### src/rtl/alu_pkg.sv
// Shared types for the sequential ALU: opcodes, FSM states and the iteration
// counter sizing helper.
package alu_pkg;

    typedef enum logic [2:0] {
        ALU_ADD   = 3'b000,
        ALU_AND   = 3'b001,
        ALU_NOT   = 3'b010,
        ALU_PASS  = 3'b011,
        ALU_MUL   = 3'b100,
        ALU_DIV   = 3'b101,
        ALU_RSVD6 = 3'b110,
        ALU_RSVD7 = 3'b111
    } alu_op_e;

    typedef enum logic [1:0] {
        S_IDLE = 2'b00,
        S_RUN  = 2'b01,
        S_DONE = 2'b10
    } alu_state_e;

    // Bits needed to count iterations 0..w-1.
    function automatic int unsigned cnt_width(input int unsigned w);
        return (w > 1) ? $clog2(w) : 1;
    endfunction

endpackage

### src/rtl/seq_muldiv_core.sv
// Iterative unsigned shift-add multiplier / restoring divider, one bit per
// clock, sharing a single WIDTH+1-bit adder/subtractor.
module seq_muldiv_core
    import alu_pkg::*;
#(
    parameter int unsigned WIDTH = 16
) (
    input  logic             clk_i,
    input  logic             rst_i,
    input  logic             load_i,
    input  logic             is_div_i,
    input  logic             step_i,
    input  logic [WIDTH-1:0] a_i,
    input  logic [WIDTH-1:0] b_i,
    output logic             last_o,
    output logic [WIDTH-1:0] res_lo_o,
    output logic [WIDTH-1:0] res_hi_o
);

    localparam int unsigned CntW = cnt_width(WIDTH);

    // hi: product upper half / partial remainder; lo: multiplier / dividend-quotient.
    logic [WIDTH:0]   hi_q, hi_d;
    logic [WIDTH-1:0] lo_q, lo_d;
    logic [WIDTH-1:0] opnd_q;
    logic             div_q;
    logic [CntW-1:0]  cnt_q;

    logic [WIDTH:0]   add_a, add_b;
    logic             add_cin;
    logic [WIDTH+1:0] add_full;
    logic             carry;

    always_comb begin
        add_a   = '0;
        add_b   = '0;
        add_cin = 1'b0;
        if (div_q) begin
            add_a   = {hi_q[WIDTH-1:0], lo_q[WIDTH-1]};
            add_b   = ~{1'b0, opnd_q};
            add_cin = 1'b1;
        end else begin
            add_a = {1'b0, hi_q[WIDTH-1:0]};
            add_b = lo_q[0] ? {1'b0, opnd_q} : '0;
        end
    end

    assign add_full = {1'b0, add_a} + {1'b0, add_b} + {{(WIDTH + 1){1'b0}}, add_cin};
    // For subtraction, carry out set means no borrow: the trial result is non-negative.
    assign carry = add_full[WIDTH+1];

    always_comb begin
        hi_d = hi_q;
        lo_d = lo_q;
        if (div_q) begin
            hi_d = carry ? add_full[WIDTH:0] : add_a;
            lo_d = {lo_q[WIDTH-2:0], carry};
        end else begin
            hi_d = {1'b0, add_full[WIDTH:1]};
            lo_d = {add_full[0], lo_q[WIDTH-1:1]};
        end
    end

    always_ff @(posedge clk_i or posedge rst_i) begin
        if (rst_i) begin
            hi_q   <= '0;
            lo_q   <= '0;
            opnd_q <= '0;
            div_q  <= 1'b0;
            cnt_q  <= '0;
        end else if (load_i) begin
            hi_q   <= '0;
            lo_q   <= is_div_i ? a_i : b_i;
            opnd_q <= is_div_i ? b_i : a_i;
            div_q  <= is_div_i;
            cnt_q  <= '0;
        end else if (step_i) begin
            hi_q  <= hi_d;
            lo_q  <= lo_d;
            cnt_q <= cnt_q + 1'b1;
        end
    end

    assign last_o   = (cnt_q == CntW'(WIDTH - 1));
    // Results after the current iteration, captured by the top on the final edge.
    assign res_lo_o = lo_d;
    assign res_hi_o = hi_d[WIDTH-1:0];

endmodule

### src/rtl/seq_alu.sv
// Multi-cycle ALU: single-cycle add/and/not/pass, iterative mul/div behind a
// start/done handshake.
module seq_alu
    import alu_pkg::*;
#(
    parameter int unsigned WIDTH = 16
) (
    input  logic             Clk,
    input  logic             Reset,
    input  logic             start,
    input  logic [2:0]       select,
    input  logic [WIDTH-1:0] A,
    input  logic [WIDTH-1:0] B,
    output logic             busy,
    output logic             done,
    output logic [WIDTH-1:0] data_out,
    output logic [WIDTH-1:0] aux_reg,
    output logic             div_by_zero
);

    alu_state_e       state_q, state_d;
    alu_op_e          op_q, op_d, op_in;
    logic [WIDTH-1:0] data_q, data_d;
    logic [WIDTH-1:0] aux_q, aux_d;
    logic             dbz_q, dbz_d;

    logic             core_load, core_div, core_last;
    logic [WIDTH-1:0] core_lo, core_hi;

    assign op_in = alu_op_e'(select);

    seq_muldiv_core #(
        .WIDTH(WIDTH)
    ) u_core (
        .clk_i   (Clk),
        .rst_i   (Reset),
        .load_i  (core_load),
        .is_div_i(core_div),
        .step_i  (state_q == S_RUN),
        .a_i     (A),
        .b_i     (B),
        .last_o  (core_last),
        .res_lo_o(core_lo),
        .res_hi_o(core_hi)
    );

    always_comb begin
        state_d   = state_q;
        op_d      = op_q;
        data_d    = data_q;
        aux_d     = aux_q;
        dbz_d     = dbz_q;
        core_load = 1'b0;
        core_div  = 1'b0;
        unique case (state_q)
            S_IDLE: begin
                if (start) begin
                    op_d    = op_in;
                    dbz_d   = 1'b0;
                    state_d = S_DONE;
                    case (op_in)
                        ALU_ADD: begin
                            data_d = A + B;
                            aux_d  = '0;
                        end
                        ALU_AND: begin
                            data_d = A & B;
                            aux_d  = '0;
                        end
                        ALU_NOT: begin
                            data_d = ~A;
                            aux_d  = '0;
                        end
                        ALU_PASS: begin
                            data_d = A;
                            aux_d  = '0;
                        end
                        ALU_MUL: begin
                            core_load = 1'b1;
                            state_d   = S_RUN;
                        end
                        ALU_DIV: begin
                            if (B == '0) begin
                                data_d = '1;
                                aux_d  = A;
                                dbz_d  = 1'b1;
                            end else begin
                                core_load = 1'b1;
                                core_div  = 1'b1;
                                state_d   = S_RUN;
                            end
                        end
                        default: begin
                            data_d = '0;
                            aux_d  = '0;
                        end
                    endcase
                end
            end
            S_RUN: begin
                if (core_last) begin
                    data_d  = core_lo;
                    aux_d   = core_hi;
                    state_d = S_DONE;
                end
            end
            S_DONE: state_d = S_IDLE;
            default: state_d = S_IDLE;
        endcase
    end

    always_ff @(posedge Clk or posedge Reset) begin
        if (Reset) begin
            state_q <= S_IDLE;
            op_q    <= ALU_ADD;
            data_q  <= '0;
            aux_q   <= '0;
            dbz_q   <= 1'b0;
        end else begin
            state_q <= state_d;
            op_q    <= op_d;
            data_q  <= data_d;
            aux_q   <= aux_d;
            dbz_q   <= dbz_d;
        end
    end

    assign busy        = (state_q != S_IDLE);
    assign done        = (state_q == S_DONE);
    assign data_out    = data_q;
    assign aux_reg     = aux_q;
    assign div_by_zero = dbz_q;

endmodule

### config.mk
export PLATFORM = sky130hd
export DESIGN_NAME = seq_alu
export DESIGN_NICKNAME = d
export VERILOG_FILES = /design/src/rtl/alu_pkg.sv /design/src/rtl/seq_muldiv_core.sv /design/src/rtl/seq_alu.sv
export SDC_FILE = /design/constraint.sdc
export NUM_CORES = 1
export LEC_CHECK = 0
export ABC_AREA = 1
export CORE_ASPECT_RATIO = 0.9
export CORE_MARGIN = 4
export CORE_UTILIZATION = 26
export CTS_CLUSTER_DIAMETER = 30
export DETAILED_ROUTE_END_ITERATION = 16
export SYNTH_ARGS = -nofsm -noshare
export SYNTH_HDL_FRONTEND = slang
export SYNTH_SLANG_ARGS = --single-unit
### constraint.sdc
create_clock -name Clk -period 3.5 [get_ports Clk]
set_input_delay 0.7 -clock Clk [delete_from_list [all_inputs] [get_ports Clk]]
set_output_delay 0.7 -clock Clk [all_outputs]
set_load 0.03 [all_outputs]
==> results of run 1 <==
layout make-up:
cell class / count / area (µm²)
repair buffers: 92 / 883
multi-input cells: 883 / 4390
well taps: 360 / 450
clock inverters: 6 / 53.8
flip-flops and latches: 88 / 2200
clock buffers: 10 / 229
inverters: 139 / 524
fillers: 3049 / 19200
kinds of logic (layout without fill, tap and decap cells):
kind of cell	after synthesis	count (layout)	share of synthesized area, %
compound gates	246	246	17.8
simple gates	595	595	34.6
flops	88	88	29.9
xor+xnor	7	7	0.831
buf+inv	187	247	10.6
fa+ha+maj	35	35	6.24
where the power goes:
part	leakage, nW	internal [mW]	switching, mW
combinational	3.03	1.65	3.05
clock	0.135	0.494	0.455
sequential	1.07	1.50	0.437
worst max-delay path by stage:
stage | endpoint | slack (ps) | depth (start not counted)
after floorplan | aux_reg[0] | 520 | 1
after global placement | data_out[14] | 430 | 16
after detailed placement | data_out[10] | 410 | 16
after CTS | aux_reg[14] | 420 | 14
after global routing | aux_reg[14] | 80 | 14
final | aux_reg[15] | 400 | 16
through the flow:
step                      power, mW  hold slack, ps  instance area [µm²]
final                          7.59             504                 8730
after global routing           8.28             535                 8730
after CTS                      7.62             508                 8730
after detailed placement       6.63             488                 8450
after global placement         6.60             490                 8450
after floorplan                5.13             458                 7380
layer usage:
metal,vias up,global-route usage (%),wire [µm]
met5,-,0,0
met4,0,2.91,273
met3,17,2.33,1580
met2,251,24.2,11100
met1,3608,23.5,11700
li1,3894,-,-
layout by cell type (no fill, tap or decap), drive strengths merged, types with 2 or more instances in the layout:
master and instances:
nand2 371, inv 139, o21ai 136, nor2 99
dfrtp 88, a21oi 82, nand3 82, clkdlybuf4s50 72
ha 32, nand4 26, buf 20, clkbuf 10
a211oi 9, o22ai 7, nand3b 6, or2 5
xor2 5, nor3 5, clkinv 5, o2111ai 4
fa 3, o211ai 2, xnor2 2, a32oi 2
worst reg2reg max path: stages, from the launching register on:
cell and delay, ps:
sky130_fd_sc_hd__dfrtp_2 520, sky130_fd_sc_hd__inv_2 230, sky130_fd_sc_hd__buf_4 320, sky130_fd_sc_hd__nand3_1 100
sky130_fd_sc_hd__o21ai_0 160, sky130_fd_sc_hd__ha_1 350, sky130_fd_sc_hd__nand2_1 90, sky130_fd_sc_hd__nand2_1 90
sky130_fd_sc_hd__inv_1 60, sky130_fd_sc_hd__nand2_1 70, sky130_fd_sc_hd__inv_1 80, sky130_fd_sc_hd__nand3_2 110
sky130_fd_sc_hd__nand2_4 190, sky130_fd_sc_hd__nand2_4 180, sky130_fd_sc_hd__nand2_1 110, sky130_fd_sc_hd__nand4_1 200
sky130_fd_sc_hd__a21oi_1 190
==> results.txt, run 1 <==
* Number of standard-cell rows in the floorplan: 58
- For the worst-skew pair, the clock arrives at the later sink with an insertion delay of 350 ps.
- The H-tree was split into 3 levels.
* Number of buffer and inverter instances along the worst setup path: 4
- The first detailed-routing pass ran for 5 iterations.
- The most common cell in the synthesized netlist is sky130_fd_sc_hd__nand2_1.
- Register-to-register path setup slack: 400 ps
- Syn Std Cell Area: 7380 µm²
* Die width: 186 µm
- Detail-routed net length per standard cell: 15.6 µm
- Worst IR drop on VDD: 0.408 mV
* Clock Pin Slew Worst Setup and Hold Paths: 70 ps
- After synthesis, the most frequently instantiated cells are sky130_fd_sc_hd__nand2_1 (362), sky130_fd_sc_hd__inv_1 (127), sky130_fd_sc_hd__o21ai_0 (99), sky130_fd_sc_hd__nor2_1 (92), sky130_fd_sc_hd__dfrtp_1 (88).
- Vias in the first global route: 7104
- Net count after synthesis: 1231
* Critical Path Max Stage Delay: 520 ps
- Once the clock tree was built, the setup fixing pass inserted 0 buffers.
- The cell that appears most often on the critical path is sky130_fd_sc_hd__nand2_1.
- Area growth syn-to-layout: 18.4%
- In this run the critical register-to-register path is captured at aux_reg[15].
* Final non-filler cell total: 1578
- The most used flip-flop cell after synthesis is sky130_fd_sc_hd__dfrtp_1.
* DRC marker count from the first detailed-route iteration: 553
- Hold Path Depth: 2
* Outcome: finished, final reports clean
- Post-synthesis instance total: 1158
- Worst setup slack after layout: 397 ps
* Clock tree root buffer cell: sky130_fd_sc_hd__clkbuf_16
- The worst register-to-register path begins at u_core.div_q.
- Final number of setup-violating endpoints: 0
- Total of max-cap violations: 0
- TritonCTS built the clock tree.
- The worst setup path is captured at a register.
* Core area: 27900 µm²
- After synthesis the netlist holds a flip-flop and latch count of 88.
- Critical-path cell list: inv_2 > buf_4 > nand3_1 > o21ai_0 > ha_1 > nand2_1 > nand2_1 > inv_1 > nand2_1 > inv_1 > nand3_2 > nand2_4 > nand2_4 > nand2_1 > nand4_1 > a21oi_1
- Clock skew on the completed layout was measured at 9.81 ps.
* Worst slack at placement: 413 ps
- Share of the synthesized area in the top cell type: 29.9%
- The final critical path takes up 88.6% of the cycle.
- Timing would allow up to 0.322 GHz.
- In this run, distinct cell masters in the synthesized netlist total 41.
- Actual transition at the worst max-transition pin: 887 ps
* Count of hold buffers inserted by post-cts repair: 0
- Yosys warning total: 0
- Portion of the post-synthesis area used by sequential elements: 29.9%
- In this design, the largest share of critical-path delay is due to simple AND/OR/NAND/NOR gates.
* Final core utilization: 31.3%
- Starting density of the core: 26.4%
- GRT Resource Usage Total: 15.7%
* Worst hold path endpoint: data_out[1]
- Startpoint of the most critical hold path: data_out[1]
- Critical-path maximum fanout: 31
- Fin crit period: 3100 ps
* CTS Buf Count: 9
- In this run, synthesis inferred 0 flip-flops with an integrated enable.
* Cell Count Post-Placement: 1562
- Average cell area after synthesis: 6.37 µm²
- At the worst endpoint, the required time is 3780 ps.
- Cell types with the largest area share after synthesis: sky130_fd_sc_hd__dfrtp_1 (30%), sky130_fd_sc_hd__nand2_1 (18%), sky130_fd_sc_hd__o21ai_0 (6.7%)
- Tracing the worst setup path back leads to its startpoint at u_core.div_q.
- Antenna violations before repair: 0
- After synthesis, the share of flip-flops with an asynchronous set or reset is 100%.
* Worst slew margin relative to its limit: 40.7%
- Counting every sink on the clock net gives 88.
- GP Congestion: 0.939
* Total number of nets in the final design: 1286
- DIE HEIGHT: 168 µm
- The repair_antennas step left the layout with diodes totalling 0.
- Cell taking the most area after synthesis: sky130_fd_sc_hd__dfrtp_1
- LEAKAGE: 4.24 nW
- Share of post-route cells with drive strength above 1: 6.24%
- Placed wire-length estimate: 19300 µm
* Detailed-route DRC error count: 0
* Post-DR vias/cell: 4.92
- The die covers 31100 µm².
- Summed over all layers, the global routing overflow is 0.
* Number of input and output port buffers inserted: 72
- Dividing total power by cell area gives a power density of 869 nW/µm².
* Number of vias in the routed layout: 7770
- Count of pins on the block boundary: 73
- Max-slew violation count: 0
- Arrival time at the worst endpoint: 3390 ps
- After clock tree synthesis, the repair step resized 0 gates.
- Largest net degree at the start of global routing: 41
- Routed wire length: 24600 µm
- The detail route stage leaves a number of antenna-violating nets equal to 0.
- Setup repair after global routing left no endpoint under its margin.
- Number of buffers on the longest clock path: 2
- The largest individual stage delay along the critical path comes from the cell sky130_fd_sc_hd__dfrtp_2.
- Worst min path class: register to register
- The count of endpoints failing hold in the final timing report is 0.
- STA classifies the critical path startpoint as a register.
- Summed over all failing endpoints, the final setup total negative slack is 0 ps.
- Global-route wire length before repair: 39100 µm
* Count of cells along the worst register-to-register path: 16
- Start-to-end type of the worst setup path: register to register
(Power assumes the default switching activity.)
==> inputs of run 2 (changes only) <==
--- a/config.mk
+++ b/config.mk
@@ -6,6 +6,8 @@
 export NUM_CORES = 1
 export LEC_CHECK = 0
 export ABC_AREA = 1
+export ABC_CLOCK_PERIOD_IN_PS = 3500
+export CAP_MARGIN = 20
 export CORE_ASPECT_RATIO = 0.9
 export CORE_MARGIN = 4
 export CORE_UTILIZATION = 26
==> results of run 2 <==
No change in the layout: final DEF, timing and power equal those of run 1.
==> inputs of run 3 (changes only) <==
--- a/config.mk
+++ b/config.mk
@@ -13,6 +13,7 @@
 export CORE_UTILIZATION = 26
 export CTS_CLUSTER_DIAMETER = 30
 export DETAILED_ROUTE_END_ITERATION = 16
+export PLACE_DENSITY = 0.45
 export SYNTH_ARGS = -nofsm -noshare
 export SYNTH_HDL_FRONTEND = slang
 export SYNTH_SLANG_ARGS = --single-unit
==> constraint.sdc (replaced) <==
create_clock -name Clk -period 3.5 [get_ports Clk]
set_input_delay 0.35 -clock Clk [delete_from_list [all_inputs] [get_ports Clk]]
set_output_delay 0.35 -clock Clk [all_outputs]
set_load 0.03 [all_outputs]
==> run 3 against run 2 <==
Flip-flop and latch count unchanged. Non-clock buffer count decreased by 4. Sequential power decreased by 3%. Total power increased by 0.19%. Global-route usage increased by 1.5 points. Combinational power increased by 0.9%. Sequential share of layout area increased by 0.091 points. Design area decreased by 0.36%. Utilization decreased by 0.11 points. Critical path depth decreased by 1. Maximum frequency increased by 3.3%. Die area unchanged. Critical endpoint unchanged.
==> results.txt, run 3 (synthesis gave the netlist of run 1 again) <==
* Outcome: finished, final reports clean
* Most utilized layer in the global route result: met2
- The antenna cell count is 0 (unchanged).
- The starting DRC count in detailed routing was 524 (-5.2%).
- The average detailed-routed wire length per instance was 16.8 µm (+7.5%).
- The actual transition at the worst max-transition pin is 719 ps (-167 ps).
- Total power per unit cell area: 873 nW/µm² (+0.55%)
- Setup repair after global routing left no endpoint under its margin.
- Sort of element at the end of the critical path: register
- The TritonCTS buffer count came to 9 (unchanged).
- Count of hold buffers inserted by post-cts repair: 0 (unchanged)
- The overall die area is 31100 µm² (unchanged).
- The global routing met1 resource utilization is 24.8% (+1.3 points).
- Cell with the largest stage delay on the worst path: sky130_fd_sc_hd__dfrtp_2
- The number of cells upsized or downsized after cts was 0 (unchanged).
* Placed wire-length estimate: 20300 µm (+5.2%)
- The effective utilization at floorplan is 26.4% (unchanged).
* Most common cell after layout, fill and taps aside: sky130_fd_sc_hd__nand2_1
- The top achievable clock speed was 0.333 GHz (+3.3%).
* Met2 usage: 27.0% (+2.8 points)
- TritonCTS built the clock tree.
- Setup crit start kind: register
- Detailed-route DRC error count: 0 (unchanged)
- The global placement routability congestion is 0.841 (-10%).
- Arrival time at the worst endpoint: 3290 ps (-100 ps)
- Final period util: 85.8% (-2.8 points)
- Post-route clock skew: 12.3 ps (+2.44 ps)
- LEAKAGE: 4.22 nW (-0.42%)
* Sum of negative setup slack: 0 ps (unchanged)
- The H-tree depth reported by CTS is 3 (unchanged).
* Number of input and output port buffers inserted: 72 (unchanged)
- The height of the die is 168 µm (unchanged).
- Worst slew margin relative to its limit: 52.0% (+11 points)
- GRT Resource Usage Total: 17.1% (+1.5 points)
- The mean number of vias per cell was 4.87 (-1.1%).
- The deepest clock path buffer count was 2 (unchanged).
- Number of clock sinks seen by CTS: 88 (unchanged)
* Routed wire length: 26400 µm (+7.2%)
* Largest net degree at the start of global routing: 57 (+39%)
- The number of max-cap violations is 0 (unchanged).
* Clock tree root buffer cell: sky130_fd_sc_hd__clkbuf_16
- Global-route wire length before repair: 42500 µm (+8.5%)
- The clock latency of the later-clocked register in the worst-skew pair came to 350 ps (about the same).
- Critical-path maximum fanout: 56 (+81%)
- Library cell appearing most often on the critical path: sky130_fd_sc_hd__nand2_1
- The total iterations of the first detailed-routing run was 5 (unchanged).
- The global route total overflow came to 0 (unchanged).
* Start-to-end type of the worst setup path: register to register
- The post-detailed-route count of antenna-violating nets is 0 (unchanged).
- The fraction of final layout cells with drive strength greater than 1 is 5.93% (-0.31 points).
- Total number of nets in the final design: 1282 (-0.31%)
- Count of pins on the block boundary: 73 (unchanged)
- The area growth from synthesis to layout is 18.0%.
* Vias in the first global route: 7533 (+6.0%)
* Die width: 186 µm (unchanged)
- Worst IR drop on VDD: 0.315 mV (-23%)
- The met3 layer usage reported by global route came to 2.38% (+0.043 points).
- The minimum period implied by the final worst setup slack was 3000 ps (-99.5 ps).
* Final core utilization: 31.2% (-0.11 points)
- The critical path goes through inv_2 > buf_12 > o21ai_0 > ha_1 > nand2_1 > inv_1 > nand2_1 > nand2_1 > nand2_1 > nand3_2 > nand2_4 > nand2_4 > nand2_1 > nand4_1 > a21oi_1.
- The count of endpoints failing hold in the final timing report is 0 (unchanged).
- The initial antenna violation count was 0 (unchanged).
- The path class of the tightest hold or removal check is primary input to async pin.
- Core area: 27900 µm² (unchanged)
* Critical Path Max Stage Delay: 430 ps (-90 ps)
- The number of buffers inserted to repair setup after CTS came to 0 (unchanged).
- Number of standard-cell rows in the floorplan: 58 (unchanged)
- Number of filler instances in the final layout: 3138 (+2.9%)
- Max-slew violation count: 0 (unchanged)
* Crit path required time: 3780 ps (about the same)
- Leading cell types in the layout, fill and taps excluded: sky130_fd_sc_hd__nand2_1 (362), sky130_fd_sc_hd__inv_1 (126), sky130_fd_sc_hd__o21ai_0 (99)
- The total via count in the routed design came to 7664 (-1.4%).
- The count of final setup violators came to 0 (unchanged).
* Clock Pin Slew Worst Setup and Hold Paths: 70 ps (about the same)
-- run 3: layer usage --
layer,up-vias,routed length [µm]
met4,0,371
li1,3883,-
met3,18,919
met5,-,0
met1,3588,13200
met2,175,12000
-- run 3: cell type report --
| type | count | area [µm²] | share of cell area [%] |
|---|---|---|---|
| multi-input cells | 883 | 4390 | 50.4 |
| flip-flops and latches | 88 | 2200 | 25.3 |
| repair buffers | 88 | 853 | 9.80 |
| inverters | 139 | 526 | 6.04 |
| well taps | 360 | 450 | 5.18 |
| clock buffers | 10 | 229 | 2.63 |
| clock inverters | 6 | 51.3 | 0.589 |
-- run 3: worst max-delay path, delay by kind of cell, from the launching register on --
family                   cells  cell delay (ps)
AND/OR/NAND/NOR              9             1160
buffers and inverters        3              490
flip-flops                   1              430
AO/OA/AOI/OAI                2              430
adder cells (fa/ha/maj)      1              400
-- run 3: final timing paths --
path / startpoint / to / slack, ps / cells past startpoint
max in group asynchronous: Reset / aux_reg[2] / 2350 / 3
max: u_core.div_q / aux_reg[15] / 500 / 15
min: Reset / data_out[11] / 440 / 2
min reg2reg: u_core.lo_q[8] / u_core.lo_q[8] / 510 / 2
min in group Clk: u_core.lo_q[8] / u_core.lo_q[8] / 510 / 2
max reg2reg: u_core.div_q / aux_reg[15] / 500 / 15
-- run 3: metrics by stage --
step	total power [mW]	hold WS (ps)	cells	area (µm²)	setup slack, ps
5_1_grt	8.37	493	1574	8700	255
2_1_floorplan	5.13	458	1158	7380	672
3_3_place_gp	6.67	485	1558	8420	477
3_5_place_dp	6.64	489	1558	8420	460
4_1_cts	7.69	454	1574	8700	445
6_report	7.60	436	1574	8700	497
-- run 3: power by group --
| group | switching, mW | internal, mW | leakage [nW] |
|---|---|---|---|
| Clock | 0.483 | 0.495 | 0.134 |
| Combinational | 3.09 | 1.65 | 3.01 |
| Sequential | 0.384 | 1.50 | 1.07 |
| Total | 3.96 | 3.65 | 4.22 |
